$ cat config.mk
export PLATFORM = sky130hd
export DESIGN_NAME = axi4_lite_booth_regbank_flat
export DESIGN_NICKNAME = d
export VERILOG_FILES = /design/src/rtl/axi4_lite_booth_regbank_if.sv /design/src/rtl/axi4_lite_booth_regbank.sv /design/src/flat_wrapper.sv
export SDC_FILE = /design/constraint.sdc
export NUM_CORES = 1
export LEC_CHECK = 0
export ABC_CLOCK_PERIOD_IN_PS = 3900
export BUFFER_PORTS_ARGS = -buffer_cell sky130_fd_sc_hd__buf_2
export CORE_AREA = 4 4 130 132
export DETAILED_ROUTE_END_ITERATION = 6
export DIE_AREA = 0 0 134 136
export GPL_TIMING_DRIVEN = 0
export HOLD_SLACK_MARGIN = 0.03
export PLACE_DENSITY = 0.81
export SYNTH_ARGS = -nofsm -noshare
export SYNTH_HDL_FRONTEND = slang
export SYNTH_SLANG_ARGS = --single-unit
$ cat constraint.sdc
create_clock -name s_axi_clock -period 3.9 [get_ports s_axi_clock]
set_input_delay 0 -clock s_axi_clock [delete_from_list [all_inputs] [get_ports s_axi_clock]]
set_output_delay 0 -clock s_axi_clock [all_outputs]
set_load 0.02 [all_outputs]
$ cat src/rtl/axi4_lite_booth_regbank_if.sv
// AXI4-Lite bus bundle for the Booth multiplier register bank.
// The master modport drives requests and the slave modport drives responses.
interface axi4_lite_booth_regbank_if #(
    parameter int AXI_DATA_WIDTH = 32,
    parameter int AXI_ADDR_WIDTH = 8
);
    logic [AXI_ADDR_WIDTH-1:0]   awaddr;
    logic [2:0]                  awprot;
    logic                        awvalid;
    logic                        awready;
    logic [AXI_DATA_WIDTH-1:0]   wdata;
    logic [AXI_DATA_WIDTH/8-1:0] wstrb;
    logic                        wvalid;
    logic                        wready;
    logic [1:0]                  bresp;
    logic                        bvalid;
    logic                        bready;
    logic [AXI_ADDR_WIDTH-1:0]   araddr;
    logic [2:0]                  arprot;
    logic                        arvalid;
    logic                        arready;
    logic [AXI_DATA_WIDTH-1:0]   rdata;
    logic [1:0]                  rresp;
    logic                        rvalid;
    logic                        rready;

    modport master (
        output awaddr, awprot, awvalid, wdata, wstrb, wvalid, bready,
               araddr, arprot, arvalid, rready,
        input  awready, wready, bresp, bvalid, arready, rdata, rresp, rvalid
    );

    modport slave (
        input  awaddr, awprot, awvalid, wdata, wstrb, wvalid, bready,
               araddr, arprot, arvalid, rready,
        output awready, wready, bresp, bvalid, arready, rdata, rresp, rvalid
    );
endinterface

$ cat src/rtl/axi4_lite_booth_regbank.sv
// AXI4-Lite register bank fronting a Booth multiplier: operands, start, status, results.
// Define AXI_LITE_SLVERR_EN to answer illegal accesses with SLVERR instead of OKAY.
module axi4_lite_booth_regbank #(
    parameter int AXI_DATA_WIDTH = 32,
    parameter int AXI_ADDR_WIDTH = 8,
    parameter int NUM_OPERANDS   = 2,
    parameter int NUM_RESULTS    = 2
) (
    input  logic                                   s_axi_clock,
    input  logic                                   s_axi_reset,
    axi4_lite_booth_regbank_if.slave               s_axi,
    output logic [NUM_OPERANDS*AXI_DATA_WIDTH-1:0] operand_data,
    output logic [NUM_OPERANDS-1:0]                operand_wr_en,
    output logic                                   start_pulse,
    input  logic [NUM_RESULTS*AXI_DATA_WIDTH-1:0]  result_data,
    input  logic                                   result_valid,
    input  logic                                   core_busy
);
    localparam int W     = AXI_DATA_WIDTH;
    localparam int NB    = AXI_DATA_WIDTH / 8;
    localparam int IDX_W = AXI_ADDR_WIDTH - 2;

    localparam logic [IDX_W-1:0] IDX_CTRL   = '0;
    localparam logic [IDX_W-1:0] IDX_STATUS = IDX_W'(1);
    localparam logic [1:0]       RESP_OKAY  = 2'b00;
`ifdef AXI_LITE_SLVERR_EN
    localparam logic [1:0]       RESP_SLVERR = 2'b10;
`endif

    typedef enum logic [1:0] {W_IDLE, W_ADDR_OK, W_DATA_OK, W_RESP} w_state_t;
    typedef enum logic {R_IDLE, R_DATA} r_state_t;

    w_state_t         w_state_q, w_state_d;
    r_state_t         r_state_q, r_state_d;
    logic             awready_q, awready_d;
    logic             wready_q, wready_d;
    logic             bvalid_q, bvalid_d;
    logic [1:0]       bresp_q, bresp_d;
    logic [IDX_W-1:0] aw_idx_q, aw_idx_d;
    logic [W-1:0]     wdata_q, wdata_d;
    logic [NB-1:0]    wstrb_q, wstrb_d;
    logic             arready_q, arready_d;
    logic             rvalid_q, rvalid_d;
    logic [1:0]       rresp_q, rresp_d;
    logic [W-1:0]     rdata_q, rdata_d;
    logic             rd_status_q, rd_status_d;
    logic             done_q, done_d;
    logic [W-1:0]     operand_q [NUM_OPERANDS];
    logic [W-1:0]     operand_d [NUM_OPERANDS];
    logic [W-1:0]     result_q [NUM_RESULTS];
    logic [W-1:0]     result_d [NUM_RESULTS];
    logic [NUM_OPERANDS-1:0] operand_wr_en_q, operand_wr_en_d;
    logic             start_pulse_q, start_pulse_d;

    logic             aw_hs, w_hs, ar_hs, do_write;
    logic [IDX_W-1:0] wr_idx, rd_idx;
    logic [W-1:0]     wr_data;
    logic [NB-1:0]    wr_strb;

    function automatic logic [W-1:0] apply_strb(input logic [W-1:0] old_v,
                                                 input logic [W-1:0] new_v,
                                                 input logic [NB-1:0] strb);
        logic [W-1:0] r;
        r = old_v;
        for (int b = 0; b < NB; b++) begin
            if (strb[b]) r[b*8 +: 8] = new_v[b*8 +: 8];
        end
        return r;
    endfunction

`ifdef AXI_LITE_SLVERR_EN
    function automatic logic is_operand(input logic [IDX_W-1:0] idx);
        logic hit;
        hit = 1'b0;
        for (int i = 0; i < NUM_OPERANDS; i++) begin
            if (idx == IDX_W'(2 + i)) hit = 1'b1;
        end
        return hit;
    endfunction

    function automatic logic is_result(input logic [IDX_W-1:0] idx);
        logic hit;
        hit = 1'b0;
        for (int j = 0; j < NUM_RESULTS; j++) begin
            if (idx == IDX_W'(6 + j)) hit = 1'b1;
        end
        return hit;
    endfunction
`endif

    assign aw_hs  = s_axi.awvalid & awready_q;
    assign w_hs   = s_axi.wvalid & wready_q;
    assign ar_hs  = s_axi.arvalid & arready_q;
    assign rd_idx = s_axi.araddr[AXI_ADDR_WIDTH-1:2];

    // Address/data come straight off the bus when that channel completes this cycle.
    assign wr_idx  = aw_hs ? s_axi.awaddr[AXI_ADDR_WIDTH-1:2] : aw_idx_q;
    assign wr_data = w_hs ? s_axi.wdata : wdata_q;
    assign wr_strb = w_hs ? s_axi.wstrb : wstrb_q;

    logic unused_bits;
    assign unused_bits = ^{s_axi.awprot, s_axi.arprot, s_axi.awaddr[1:0], s_axi.araddr[1:0]};

    always_comb begin
        w_state_d       = w_state_q;
        aw_idx_d        = aw_idx_q;
        wdata_d         = wdata_q;
        wstrb_d         = wstrb_q;
        bvalid_d        = bvalid_q;
        bresp_d         = bresp_q;
        operand_d       = operand_q;
        operand_wr_en_d = '0;
        start_pulse_d   = 1'b0;
        do_write        = 1'b0;

        case (w_state_q)
            W_IDLE: begin
                if (aw_hs && w_hs) do_write = 1'b1;
                else if (aw_hs)    w_state_d = W_ADDR_OK;
                else if (w_hs)     w_state_d = W_DATA_OK;
            end
            W_ADDR_OK: if (w_hs)  do_write = 1'b1;
            W_DATA_OK: if (aw_hs) do_write = 1'b1;
            W_RESP: begin
                if (s_axi.bready) begin
                    bvalid_d  = 1'b0;
                    w_state_d = W_IDLE;
                end
            end
            default: w_state_d = W_IDLE;
        endcase

        if (aw_hs) aw_idx_d = s_axi.awaddr[AXI_ADDR_WIDTH-1:2];
        if (w_hs) begin
            wdata_d = s_axi.wdata;
            wstrb_d = s_axi.wstrb;
        end

        if (do_write) begin
            w_state_d = W_RESP;
            bvalid_d  = 1'b1;
            bresp_d   = RESP_OKAY;
`ifdef AXI_LITE_SLVERR_EN
            if (!((wr_idx == IDX_CTRL) || is_operand(wr_idx))) bresp_d = RESP_SLVERR;
`endif
            if (wr_idx == IDX_CTRL) start_pulse_d = wr_strb[0] & wr_data[0];
            for (int i = 0; i < NUM_OPERANDS; i++) begin
                if (wr_idx == IDX_W'(2 + i)) begin
                    operand_d[i]       = apply_strb(operand_q[i], wr_data, wr_strb);
                    operand_wr_en_d[i] = 1'b1;
                end
            end
        end

        awready_d = (w_state_d == W_IDLE) || (w_state_d == W_DATA_OK);
        wready_d  = (w_state_d == W_IDLE) || (w_state_d == W_ADDR_OK);
    end

    always_comb begin
        r_state_d   = r_state_q;
        rvalid_d    = rvalid_q;
        rdata_d     = rdata_q;
        rresp_d     = rresp_q;
        rd_status_d = rd_status_q;
        done_d      = done_q;
        result_d    = result_q;

        case (r_state_q)
            R_IDLE: begin
                if (ar_hs) begin
                    r_state_d   = R_DATA;
                    rvalid_d    = 1'b1;
                    rd_status_d = (rd_idx == IDX_STATUS);
                    rdata_d     = '0;
                    rresp_d     = RESP_OKAY;
                    if (rd_idx == IDX_STATUS) rdata_d = {{(W-2){1'b0}}, done_q, core_busy};
                    for (int j = 0; j < NUM_RESULTS; j++) begin
                        if (rd_idx == IDX_W'(6 + j)) rdata_d = result_q[j];
                    end
`ifdef AXI_LITE_SLVERR_EN
                    if (!((rd_idx == IDX_STATUS) || is_result(rd_idx))) rresp_d = RESP_SLVERR;
`endif
                end
            end
            R_DATA: begin
                if (s_axi.rready) begin
                    r_state_d = R_IDLE;
                    rvalid_d  = 1'b0;
                    if (rd_status_q) done_d = 1'b0;
                end
            end
            default: r_state_d = R_IDLE;
        endcase

        // A capture in the same cycle as the clearing read must leave done set.
        if (result_valid) begin
            done_d = 1'b1;
            for (int j = 0; j < NUM_RESULTS; j++) result_d[j] = result_data[j*W +: W];
        end

        arready_d = (r_state_d == R_IDLE);
    end

    always_ff @(posedge s_axi_clock or negedge s_axi_reset) begin
        if (!s_axi_reset) begin
            w_state_q       <= W_IDLE;
            r_state_q       <= R_IDLE;
            awready_q       <= 1'b0;
            wready_q        <= 1'b0;
            bvalid_q        <= 1'b0;
            bresp_q         <= RESP_OKAY;
            aw_idx_q        <= '0;
            wdata_q         <= '0;
            wstrb_q         <= '0;
            arready_q       <= 1'b0;
            rvalid_q        <= 1'b0;
            rresp_q         <= RESP_OKAY;
            rdata_q         <= '0;
            rd_status_q     <= 1'b0;
            done_q          <= 1'b0;
            operand_wr_en_q <= '0;
            start_pulse_q   <= 1'b0;
            for (int i = 0; i < NUM_OPERANDS; i++) operand_q[i] <= '0;
            for (int j = 0; j < NUM_RESULTS; j++)  result_q[j]  <= '0;
        end else begin
            w_state_q       <= w_state_d;
            r_state_q       <= r_state_d;
            awready_q       <= awready_d;
            wready_q        <= wready_d;
            bvalid_q        <= bvalid_d;
            bresp_q         <= bresp_d;
            aw_idx_q        <= aw_idx_d;
            wdata_q         <= wdata_d;
            wstrb_q         <= wstrb_d;
            arready_q       <= arready_d;
            rvalid_q        <= rvalid_d;
            rresp_q         <= rresp_d;
            rdata_q         <= rdata_d;
            rd_status_q     <= rd_status_d;
            done_q          <= done_d;
            operand_wr_en_q <= operand_wr_en_d;
            start_pulse_q   <= start_pulse_d;
            operand_q       <= operand_d;
            result_q        <= result_d;
        end
    end

    assign s_axi.awready = awready_q;
    assign s_axi.wready  = wready_q;
    assign s_axi.bvalid  = bvalid_q;
    assign s_axi.bresp   = bresp_q;
    assign s_axi.arready = arready_q;
    assign s_axi.rvalid  = rvalid_q;
    assign s_axi.rresp   = rresp_q;
    assign s_axi.rdata   = rdata_q;
    assign operand_wr_en = operand_wr_en_q;
    assign start_pulse   = start_pulse_q;

    for (genvar i = 0; i < NUM_OPERANDS; i++) begin : g_operand
        assign operand_data[i*W +: W] = operand_q[i];
    end
endmodule

$ cat src/flat_wrapper.sv
// flat-port wrapper written by rule: the top's interface ports become plain ports
module axi4_lite_booth_regbank_flat 
#(
    parameter int AXI_DATA_WIDTH = 32,
    parameter int AXI_ADDR_WIDTH = 8,
    parameter int NUM_OPERANDS   = 2,
    parameter int NUM_RESULTS    = 2
)
  (s_axi_clock, s_axi_reset, operand_data, operand_wr_en, start_pulse, result_data, result_valid, core_busy, s_axi_awaddr, s_axi_awprot, s_axi_awvalid, s_axi_wdata, s_axi_wstrb, s_axi_wvalid, s_axi_bready, s_axi_araddr, s_axi_arprot, s_axi_arvalid, s_axi_rready, s_axi_awready, s_axi_wready, s_axi_bresp, s_axi_bvalid, s_axi_arready, s_axi_rdata, s_axi_rresp, s_axi_rvalid);
  axi4_lite_booth_regbank_if #(.AXI_DATA_WIDTH(AXI_DATA_WIDTH), .AXI_ADDR_WIDTH(AXI_ADDR_WIDTH)) s_axi_i ();
  input  logic s_axi_clock;
  input  logic s_axi_reset;
  output logic [NUM_OPERANDS*AXI_DATA_WIDTH-1:0] operand_data;
  output logic [NUM_OPERANDS-1:0] operand_wr_en;
  output logic start_pulse;
  input  logic [NUM_RESULTS*AXI_DATA_WIDTH-1:0] result_data;
  input  logic result_valid;
  input  logic core_busy;
  input wire logic [$bits(s_axi_i.awaddr)-1:0] s_axi_awaddr;
  input wire logic [$bits(s_axi_i.awprot)-1:0] s_axi_awprot;
  input wire logic [$bits(s_axi_i.awvalid)-1:0] s_axi_awvalid;
  input wire logic [$bits(s_axi_i.wdata)-1:0] s_axi_wdata;
  input wire logic [$bits(s_axi_i.wstrb)-1:0] s_axi_wstrb;
  input wire logic [$bits(s_axi_i.wvalid)-1:0] s_axi_wvalid;
  input wire logic [$bits(s_axi_i.bready)-1:0] s_axi_bready;
  input wire logic [$bits(s_axi_i.araddr)-1:0] s_axi_araddr;
  input wire logic [$bits(s_axi_i.arprot)-1:0] s_axi_arprot;
  input wire logic [$bits(s_axi_i.arvalid)-1:0] s_axi_arvalid;
  input wire logic [$bits(s_axi_i.rready)-1:0] s_axi_rready;
  output wire logic [$bits(s_axi_i.awready)-1:0] s_axi_awready;
  output wire logic [$bits(s_axi_i.wready)-1:0] s_axi_wready;
  output wire logic [$bits(s_axi_i.bresp)-1:0] s_axi_bresp;
  output wire logic [$bits(s_axi_i.bvalid)-1:0] s_axi_bvalid;
  output wire logic [$bits(s_axi_i.arready)-1:0] s_axi_arready;
  output wire logic [$bits(s_axi_i.rdata)-1:0] s_axi_rdata;
  output wire logic [$bits(s_axi_i.rresp)-1:0] s_axi_rresp;
  output wire logic [$bits(s_axi_i.rvalid)-1:0] s_axi_rvalid;
  assign s_axi_i.awaddr = s_axi_awaddr;
  assign s_axi_i.awprot = s_axi_awprot;
  assign s_axi_i.awvalid = s_axi_awvalid;
  assign s_axi_i.wdata = s_axi_wdata;
  assign s_axi_i.wstrb = s_axi_wstrb;
  assign s_axi_i.wvalid = s_axi_wvalid;
  assign s_axi_i.bready = s_axi_bready;
  assign s_axi_i.araddr = s_axi_araddr;
  assign s_axi_i.arprot = s_axi_arprot;
  assign s_axi_i.arvalid = s_axi_arvalid;
  assign s_axi_i.rready = s_axi_rready;
  assign s_axi_awready = s_axi_i.awready;
  assign s_axi_wready = s_axi_i.wready;
  assign s_axi_bresp = s_axi_i.bresp;
  assign s_axi_bvalid = s_axi_i.bvalid;
  assign s_axi_arready = s_axi_i.arready;
  assign s_axi_rdata = s_axi_i.rdata;
  assign s_axi_rresp = s_axi_i.rresp;
  assign s_axi_rvalid = s_axi_i.rvalid;
  axi4_lite_booth_regbank #(.AXI_DATA_WIDTH(AXI_DATA_WIDTH), .AXI_ADDR_WIDTH(AXI_ADDR_WIDTH), .NUM_OPERANDS(NUM_OPERANDS), .NUM_RESULTS(NUM_RESULTS)) u_core (.s_axi_clock(s_axi_clock), .s_axi_reset(s_axi_reset), .s_axi(s_axi_i), .operand_data(operand_data), .operand_wr_en(operand_wr_en), .start_pulse(start_pulse), .result_data(result_data), .result_valid(result_valid), .core_busy(core_busy));
endmodule
[Yosys cells after proc, flatten, opt, wreduce, memory -nomap -nowiden]
Cells that the tools add are included.
Operators by class
  equality and inequality tests: 12
  mux-type cells: 34
  bitwise gates (word level): 6
  reduce and logical (&&, ||, !) cells: 23
Operator list (number)
  $mux 32: 3
  $reduce_and 3->1: 9
  $mux 1: 18
  $mux 2: 7
  $eq 6x2->1 const B: 2
  $eq 6x3->1 const B: 2
  $reduce_bool 2->1: 5
  $eq 2x2->1 const B: 3
  $eq 6x1->1 const B: 1
  $logic_not 6->1: 1
  $mux 6: 1
  $reduce_and 2->1: 3
  $and 1x1->1: 4
  $eq 2x1->1 const B: 2
  $logic_not 2->1: 2
  $mux 4: 1
  $pmux 1 s2: 2
  $pmux 2 s2: 1
  $pmux 1 s3: 1
  $logic_or 1x1->1: 2
  $ne 2x1->1 const B: 1
  $ne 2x2->1 const B: 1
  $not 1->1: 2
  $logic_and 1x1->1: 1
Storage, ports and cells
  flip-flop bits (word level): 215
  bits of input ports: 131
  word-level logic and storage cells: 100

[Longest topological paths before layout]
  word-level depth: 8
  mapped depth: 7
  depth with buffers taken out: 6

[Worst setup path before layout]
OpenSTA, ideal clock, no wires.
  path type: flip-flop to flip-flop
  from: reg u_core.w_state_q[0]
  to: reg u_core.operand_q, in the netlist u_core.operand_data[0]
  library setup time: 125 ps
  data arrival time: 2069 ps
  data required time: 3775 ps
  path slack: 1707 ps
  stages on the path, launching flop included: 8
  path buffers: 1
  period minus slack after synthesis: 2193 ps
  path through: dfrtp_1 > inv_1 > ha_1 > nand4b_1 > o211a_1 > buf_6 > nor4_4 > mux2_2
Between the ends
  cells in the longest elaborated chain, start to end: 3
  elaborated cells on any way between the ends: 5
  classes of those cells: eq/ne: 2; mux: 1; reduce/logical: 2
Ends and longest elaborated chain
  start: declaration: line axi4_lite_booth_regbank.sv:33  | w_state_t w_state_q, w_state_d;
  start signal: assignment: line axi4_lite_booth_regbank.sv:226  | w_state_q <= w_state_d;
  $eq 2x2->1 (tied with other cells): line axi4_lite_booth_regbank.sv:116  | case (w_state_q)
  $pmux 1 s3 (*): line axi4_lite_booth_regbank.sv:116
  $reduce_and 3->1 (no source line) (*)
  end signal: assignment: line axi4_lite_booth_regbank.sv:243  | operand_q <= operand_d;
  end: declaration: line axi4_lite_booth_regbank.sv:48  | logic [W-1:0] operand_q [NUM_OPERANDS];
Mark *: on every way between the ends. The rest lies on a longest branch, timed or not.
A chain may end at the register's enable or synchronous reset.

[Final worst setup path]
  from: reg u_core.w_state_q[1]
  to: reg u_core.operand_q, in the netlist u_core.operand_data[59]
The elaborated chain is that of the path after synthesis.

==> qor.yml <==
path_clk_slew_ns: 0.06
p_leak_uw: 0.00600
worst_ep_required_time_ns: 4.28
synth_cell_type_count: 39
max_slew_margin_pct: 38.9
cp-end-kind: "register"
place_area_sq_mm: 0.0101
worst_clock_skew_ns: 0.00967
fin_crit_ns: 2.67
start_kind: "register"
synth_area_sq_mm: 0.00866
yosys-top-cells-area: "dfrtp_1, mux2_2, mux2i_1"
areaGrowthSynthToFinish_pct: 39.2
ys.warnings.count: 0
cts-root-buf: "clkbuf_16"
vdd_drop_max_mv: 0.414
hold_viol_final: 0
die_w_um: 134
worst-setup-path-type: "reg2reg"
nNetsFinal: 1093
synth_edf_count: 0
maxCapViolCount: 0
die_y_um: 136
syn_avg_cell_area_sq_um: 14.7
powerDensity_mw_per_mm2: 597
pin_count: 239
yosys.area.top_type: "dfrtp_1"
initial_core_util_pct: 55.1
cts_tree: "yes"
grt-ovfl-total: 0
post_cts_buffers: 0
ys_ff_latch: 215
dp_slack_ns: 1.31
antenna_found_initial: 0
crit_fanout: 10
clkLatencyLatePin_ns: 0.50
grt_max_degree: 126
wl_per_cell_um: 20.7
rsz0062_at_grt: "false"
drt-vias-per-instance: 5.46
hp-class: "in2reg"
vias: 6504
timing.final.crit_share_pct: 68.4
worst_slack_ns: 1.23
yosysSeqAreaShare_pct: 62.1
wl_um: 24700
n_antenna_cell: 0
fmaxAchievable_mhz: 375
netlist.area_leader.share_pct: 62.1
tightest_slew_ns: 0.917
core_area_sq_mm: 0.0157
ys_dominant_reg_cell: "dfrtp_1"
setup_violations: 0
h-tree-depth: 1
final_cell_area_sq_mm: 0.0121
die_area_sq_mm: 0.0182
gp_congestion: 0.825
numCtsBuffers: 23
synthArstFlopShare_pct: 100
n_fill_cell: 886
slew_violations: 0
dr.pass1.iters: 5
status: "finished, final reports clean"
syn_inst: 588
cts_sinks: 215
std_cell_rows: 46
place_hpwl_um: 14700
antenna_left: 0
grt_pass1_wl_um: 39500
drc: 0
clk_path_buf_depth: 3
grt.total_usage_pct: 27.3
cp.arrival_ns: 3.05
drt_iter0_drc: 270
grt_pass1_vias: 7297
drive_gt1_share_pct: 45.6
port_buffers: 221
state kept, by name, indices dropped and copies added (netlist names), 2 cells and up:
name	count
u_core.operand_data	64
u_core.result_q	64
u_core.s_axi.rdata	32
u_core.wdata_q	32
u_core.aw_idx_q	6
u_core.wstrb_q	4
u_core.operand_wr_en	2
u_core.w_state_q	2
cells in the mapped netlist, types with 2 or more instances:
library cell	number
a21o_1	2
a21oi_1	4
a221o_1	2
a221oi_1	2
a31oi_2	2
buf_1	6
buf_2	3
buf_4	4
clkbuf_1	15
dfrtp_1	215
ha_1	4
inv_1	11
mux2_1	5
mux2_2	161
mux2i_1	34
nand2_1	40
nand3_1	4
nand4b_1	3
nor2_1	7
nor3b_1	3
nor4_2	2
nor4_4	8
o21ai_0	33
o41ai_1	2
or2_2	2
cells in the final DEF, fill, tap and decap left out, types with 6 or more instances in the layout:
| cell | synthesis | routed |
|---|---|---|
| clkinv_2 | 0 | 6 |
| clkbuf_1 | 15 | 19 |
| dlygate4sd3_1 | 0 | 120 |
| buf_2 | 3 | 223 |
| o21ai_0 | 33 | 33 |
| buf_1 | 6 | 6 |
| nand2_1 | 40 | 40 |
| mux2_2 | 161 | 161 |
| nor4_4 | 8 | 8 |
| nor2_1 | 7 | 7 |
| mux2i_1 | 34 | 34 |
| clkbuf_16 | 0 | 23 |
| dfrtp_1 | 215 | 215 |
| inv_1 | 11 | 11 |
per-layer routing:
layer / track usage (%) / wire [um]
met1: 31.8 / 9010
met2: 49.1 / 12800
met3: 6.70 / 2090
met4: 9.94 / 811
met5: 0 / 0
worst max-delay path, cell delays in order (launching register included):
cell and delay (ns):
dfrtp_1 0.46, inv_1 0.14, ha_1 0.25, nand4b_1 0.16, o211a_1 0.24, buf_6 0.17
nor4_4 0.70, mux2_2 0.42
path summary, 6_finish.rpt:
path,from,slack (ns),cells past startpoint,to
max in group asynchronous,s_axi_reset,2.76,3,u_core.result_q[1]
max reg2reg,u_core.w_state_q[1],1.23,7,u_core.operand_data[59]
max,u_core.w_state_q[1],1.23,7,u_core.operand_data[59]
min reg2reg,u_core.s_axi.rdata[17],0.47,2,u_core.s_axi.rdata[17]
min in group asynchronous,s_axi_reset,0.20,2,u_core.wdata_q[2]
min,s_axi_awvalid,0.08,3,u_core.aw_idx_q[4]
power breakdown:
part           internal [uW]  leakage, uW  switching [uW]  total (uW)
registers               2760      0.00273             279        3040
clock network           1310     0.000381             872        2190
logic                    837      0.00289            1140        1980
cell families after synthesis:
logic type	count (synthesis)	share of synthesized area (%)
flops	215	62.1
mux	201	25.8
simple gates	76	5.85
compound gates	51	3.60
buf+inv	40	2.04
fa+ha+maj	4	0.578
other cells	1	0.0433
final cells by class:
type                    instances  area, sq um  area share, %
flip-flops and latches        215         5380           44.6
multi-input cells             336         3120           25.8
repair buffers                342         2340           19.5
clock buffers                  32          659           5.47
well taps                     216          270           2.24
plain buffers                  29          135           1.12
clock inverters                10          106          0.882
inverters                      11         41.3          0.343
through the flow:
step	setup TNS [ns]	utilization (%)	std cells	hold slack, ns	power [uW]
after global placement	-94.64	64.0	1028	0.228	4730
after detailed placement	0	64.2	1029	0.164	4870
final	0	76.7	1191	0.0779	7200
after CTS	0	76.7	1191	0.0367	7150
after floorplan	0	-	591	-0.296	4220
after global routing	0	76.7	1191	0.0764	7520
timing repair:
item / CTS / global route
endpoints found under the hold margin: 307 / 0
hold buffers: 120 / 0
resized for setup: 0 / 0
No activity file was read; power rests on OpenSTA's default activity.
